$ cat src/rtl/hex_display_ctrl.sv
// hex_display_ctrl: shared-decoder 7-segment driver for NUM_DIGITS displays.
// Converts one digit per cycle into a shadow, commits atomically, optional blink.
module hex_display_ctrl #(
    parameter int NUM_DIGITS = 6,
    parameter int DATA_W     = 24,
    parameter int BLINK_DIV  = 25000000
) (
    input  logic                    clk,
    input  logic                    rst,
    input  logic                    load_valid,
    output logic                    load_ready,
    input  logic [DATA_W-1:0]       load_data,
    input  logic [1:0]              load_mode,
    input  logic                    lz_blank,
    input  logic                    blink_en,
    output logic [7*NUM_DIGITS-1:0] seg
);

    localparam int NB = 4 * NUM_DIGITS;
    localparam int SW = 7 * NUM_DIGITS;
    localparam int IW = (NUM_DIGITS > 1) ? $clog2(NUM_DIGITS) : 1;
    localparam int CW = $clog2(BLINK_DIV + 1);

    localparam logic [IW-1:0] IDX_TOP = IW'(NUM_DIGITS - 1);
    localparam logic [CW-1:0] CNT_TOP = CW'(BLINK_DIV - 1);

    localparam logic [1:0] MODE_HEX  = 2'd0;
    localparam logic [1:0] MODE_DASH = 2'd1;

    localparam logic [6:0] SEG_DASH  = 7'b0111111;
    localparam logic [6:0] SEG_BLANK = 7'b1111111;

    localparam logic [1:0] IDLE   = 2'd0;
    localparam logic [1:0] CONV   = 2'd1;
    localparam logic [1:0] COMMIT = 2'd2;

    if (DATA_W < 1 || DATA_W > 4 * NUM_DIGITS) begin : g_bad_data_w
        $error("hex_display_ctrl: DATA_W must be in 1..4*NUM_DIGITS");
    end
    if (BLINK_DIV < 1) begin : g_bad_blink_div
        $error("hex_display_ctrl: BLINK_DIV must be >= 1");
    end

    logic [1:0]    state;
    logic [NB-1:0] data_q;
    logic [NB-1:0] data_ext;
    logic [1:0]    mode_q;
    logic          lz_q;
    logic [IW-1:0] idx;
    logic          zero_run;
    logic [SW-1:0] shadow;
    logic [SW-1:0] display;
    logic [SW-1:0] disp_d;
    logic [3:0]    nib;
    logic [6:0]    cur_seg;
    logic [CW-1:0] cnt;
    logic [CW-1:0] cnt_d;
    logic          phase;
    logic          phase_d;

    // Nibble to active-low segment pattern, bit0 = segment a
    function automatic logic [6:0] hex7(input logic [3:0] n);
        logic [6:0] s;
        case (n)
            4'h0:    s = 7'b1000000;
            4'h1:    s = 7'b1111001;
            4'h2:    s = 7'b0100100;
            4'h3:    s = 7'b0110000;
            4'h4:    s = 7'b0011001;
            4'h5:    s = 7'b0010010;
            4'h6:    s = 7'b0000010;
            4'h7:    s = 7'b1111000;
            4'h8:    s = 7'b0000000;
            4'h9:    s = 7'b0010000;
            4'hA:    s = 7'b0001000;
            4'hB:    s = 7'b0000011;
            4'hC:    s = 7'b1000110;
            4'hD:    s = 7'b0100001;
            4'hE:    s = 7'b0000110;
            default: s = 7'b0001110;
        endcase
        return s;
    endfunction

    assign load_ready = (state == IDLE);

    // Zero-extend the request to a whole number of digits
    always_comb begin
        data_ext = '0;
        data_ext[DATA_W-1:0] = load_data;
    end

    // Pick the current nibble and its segment pattern for the active mode
    always_comb begin
        nib = '0;
        for (int i = 0; i < NUM_DIGITS; i++) begin
            if (idx == IW'(i)) nib = data_q[4*i +: 4];
        end
        case (mode_q)
            MODE_HEX: begin
                if (lz_q && zero_run && nib == 4'h0 && idx != '0)
                    cur_seg = SEG_BLANK;
                else
                    cur_seg = hex7(nib);
            end
            MODE_DASH: cur_seg = SEG_DASH;
            default:   cur_seg = SEG_BLANK;
        endcase
    end

    // Accept, convert MSB digit first into the shadow, then commit
    always_ff @(posedge clk) begin
        if (rst) begin
            state    <= IDLE;
            data_q   <= '0;
            mode_q   <= MODE_HEX;
            lz_q     <= 1'b0;
            idx      <= '0;
            zero_run <= 1'b1;
            shadow   <= '1;
            display  <= '1;
        end else begin
            case (state)
                IDLE: begin
                    if (load_valid) begin
                        data_q   <= data_ext;
                        mode_q   <= load_mode;
                        lz_q     <= lz_blank;
                        idx      <= IDX_TOP;
                        zero_run <= 1'b1;
                        state    <= CONV;
                    end
                end
                CONV: begin
                    for (int i = 0; i < NUM_DIGITS; i++) begin
                        if (idx == IW'(i)) shadow[7*i +: 7] <= cur_seg;
                    end
                    if (nib != 4'h0) zero_run <= 1'b0;
                    if (idx == '0)
                        state <= COMMIT;
                    else
                        idx <= idx - 1'b1;
                end
                COMMIT: begin
                    display <= shadow;
                    state   <= IDLE;
                end
                default: state <= IDLE;
            endcase
        end
    end

    // Next blink counter/phase and next committed pattern
    always_comb begin
        cnt_d   = cnt;
        phase_d = phase;
        if (!blink_en) begin
            cnt_d   = '0;
            phase_d = 1'b0;
        end else if (cnt == CNT_TOP) begin
            cnt_d   = '0;
            phase_d = ~phase;
        end else begin
            cnt_d = cnt + 1'b1;
        end
        disp_d = (state == COMMIT) ? shadow : display;
    end

    // Blink prescaler, free-running with respect to the FSM
    always_ff @(posedge clk) begin
        if (rst) begin
            cnt   <= '0;
            phase <= 1'b0;
        end else begin
            cnt   <= cnt_d;
            phase <= phase_d;
        end
    end

    // Registered segment output, in step with commit and blink phase
    always_ff @(posedge clk) begin
        if (rst)
            seg <= '1;
        else
            seg <= phase_d ? '1 : disp_d;
    end

endmodule

$ cat config.mk
export PLATFORM = sky130hd
export DESIGN_NAME = hex_display_ctrl
export DESIGN_NICKNAME = d
export VERILOG_FILES = /design/src/rtl/hex_display_ctrl.sv
export SDC_FILE = /design/constraint.sdc
export NUM_CORES = 1
export LEC_CHECK = 0
export ABC_AREA = 1
export CAP_MARGIN = 20
export CORE_MARGIN = 4
export CORE_UTILIZATION = 51
export CTS_BUF_LIST = sky130_fd_sc_hd__clkbuf_16
export CTS_CLUSTER_SIZE = 25
export DETAILED_ROUTE_END_ITERATION = 12
export PLACE_DENSITY = 0.79
export SLEW_MARGIN = 40
export SYNTH_ARGS = -nofsm -noshare
export SYNTH_HDL_FRONTEND = slang
export SYNTH_SLANG_ARGS = --single-unit
$ cat constraint.sdc
create_clock -name clk -period 2.3 [get_ports clk]
set_clock_uncertainty 0.1 [all_clocks]
set_input_delay 0.23 -clock clk [delete_from_list [all_inputs] [get_ports clk]]
set_output_delay 0.23 -clock clk [all_outputs]
set_load 0.1 [all_outputs]
==> summary.txt <==
Status = complete, but fails checks
Failing checks = negative setup slack
Core Util, Final = 66.6%
Nets = 1041
Max Freq = 431 MHz
Remaining DRCs = 0
WL final = 15800 um
IO Port Bufs = 73
Synth top cells by count = nand2_1, dfxtp_1, nor2_1
Die W = 127 um
DR WL/cell = 13.2 um
FF/Latch Area = 0.00371 sq mm
Mean post-synth cell area = 8.06 sq um
FP Rows = 43
Post-synth top area share = 51.4%
Die height = 127 um
Period utilization = 101%
Slew Limit Fails = 0
Area contributors post-synth = dfxtp_1, nand2_1, mux2_2, nor2_1, inv_1
Max clock buf depth = 2
Hold path start = load_data[9]
Pre-CTS WS = -165 ps
Area leader, netlist = dfxtp_1
Min Tclk post-route = 2320 ps
CP Capture Type = register
Post-Syn Nets = 935
Tot GR Track Use = 19.5%
Core area = 0.0139 sq mm
Worst setup path category = reg -> reg
Area taken by multi-input logic gates = 0.00330 sq mm
Clk Latency, worst-skew pair = 440 ps
Critical Path RT = 2530 ps
Syn. warnings = 0
Die area = 0.0161 sq mm
Placed insts = 1150
P&R area growth vs syn = 28.2%
CP Launch Type = register
Clock slew at reported path FFs = 70 ps
Crit path max fanout = 6
# setup viols final = 7
Via density = 5.00
Filler Cells Inserted = 1111
Mapped Area = 0.00721 sq mm
Asr flop ratio synth = 0%
Total congestion overflow = 0
Initial antenna violation count = 0
Leak = 3.85 nW
Reg2Reg Launch Point = idx[1]
Layout Cells excl Fill = 1193
Pwr per Cell Area = 815 mW/mm^2
Worst setup startpoint = idx[1]
Netlist cell types = 34
Worst rel slew slack = 67.1%
Largest net degree at the start of global routing = 72
Initial detailed-routing violation count = 324
Clock root buffer = clkbuf_16
Post-Synthesis Cells = 894
Max VDD drop = 0.000676 V
RSZ-0062 raised after global routing = yes
Post-CTS Hold Buffers = 0
Setup WS post-layout = -19.7 ps
Number of global-route vias before repair = 5615
Primary FF master, synth = dfxtp_1
Num ports = 74
# H-tree levels = 4
Initial Util = 51.9%
Slew @ Worst Pin = 494 ps
Detailed placement HPWL = 10200 um
GPL Wtd Cong = 0.831
CTS tree = yes
Number of synthesized register bits = 185
Worst Hold Class = in -> reg
Routed Antenna Nets = 0
DRT Pass-1 Iters = 5
Via count = 5968
Worst path arrival time = 2550 ps
Count leader, synth = nand2_1
Clk sink count = 185
N_diodes = 0
Share of the yosys chip area belonging to registers = 51.4%
Share of post-route cells with drive strength above 1 = 25.2%
Max-cap violation count = 0
Total CTS buffers = 17
Final Hold Fails = 0
Global-route wire length before repair = 25700 um
Number of flops mapped to enable cells by yosys = 0
==> worst max-delay path, stage by stage (launching register included) <==
cell and delay [ps]:
dfxtp_4 380, inv_4 90, ha_4 160, inv_4 40
nor2_4 130, nand2_1 80, nand3_1 70, nand2_1 50
nand2_1 50, nand2_1 60, nand2_2 90, inv_2 60
ha_4 170, nand3_4 70, nor2_4 60, nand2_4 90
nand2_4 90, inv_8 110, nand3b_4 140, nand2_2 100
nand2_1 40
==> cell type report <==
class / count / area share, %
Multi-Input combinational cell: 575 / 35.8
Timing Repair Buffer: 114 / 10.7
Clock inverter: 15 / 1.79
Clock buffer: 17 / 4.60
Inverter: 107 / 4.56
Sequential cell: 185 / 40.2
Tap cell: 180 / 2.44
==> cells in the final DEF, fill, tap and decap left out, types with 27 or more instances in the layout <==
| cell | Yosys | final |
|---|---|---|
| nand2_1 | 226 | 201 |
| dfxtp_1 | 185 | 183 |
| nor2_1 | 97 | 91 |
| inv_1 | 94 | 90 |
| buf_4 | 4 | 76 |
| a21oi_1 | 61 | 60 |
| mux2_2 | 42 | 42 |
| o21ai_0 | 31 | 31 |
| clkdlybuf4s50_1 | 0 | 30 |
| nand2_2 | 8 | 27 |
==> what timing repair did <==
| item | 4_1_cts | 5_1_grt |
|---|---|---|
| setup endpoints to repair | 42 | 45 |
| cloned | 0 | 1 |
| pin swaps | 5 | 27 |
| resized for setup | 22 | 73 |
| setup buffers | 2 | 8 |
==> kinds of logic (layout without fill, tap and decap cells) <==
kind of cell	Yosys count	in the layout	synth area share, %
and+or+nand+nor	399	400	23.7
muxes	42	42	6.56
adders and majority gates	10	10	1.74
xor gates and xnor gates	9	9	1.09
DFF	185	185	51.4
AOI/OAI and AO/OA	114	114	8.13
buffers and inverters	135	253	7.35
==> where the power goes <==
| part | switching, mW | internal (mW) |
|---|---|---|
| Clock | 1.33 | 1.54 |
| Sequential | 0.0634 | 3.30 |
| Combinational | 0.794 | 0.502 |
==> sequential cells by signal, indices dropped and copies added, names as in the netlist <==
register	count
state	2
data_q	24
mode_q	2
shadow	42
seg	42
zero_run	1
idx	3
phase	1
cnt	25
lz_q	1
display	42
==> routing by layer <==
layer / routed length, um / vias up / track usage, %
met4: 330 / 0 / 8.20
li1: - / 3027 / -
met5: 0 / - / 0
met1: 7030 / 2773 / 24.4
met3: 690 / 31 / 4.63
met2: 7710 / 137 / 32.4
==> final timing paths <==
| path | depth (start not counted) | end | slack, ps |
|---|---|---|---|
| min | 3 | data_q[9] | 320 |
| max | 20 | shadow[0] | -20 |
| min reg2reg | 1 | cnt[0] | 360 |
| max reg2reg | 20 | shadow[0] | -20 |
==> per-stage QoR <==
stage	power [mW]	hold WS, ps	cell area, sq um	TNS (ps)
after detailed placement	4.42	345	8220	-4450
after global routing	7.85	327	9240	-6160
after global placement	4.40	329	8220	-3.64
after CTS	7.33	307	8910	0
final	7.53	316	9240	-91.0
after floorplan	4.07	292	7230	0
No activity file was read; power rests on OpenSTA's default activity.
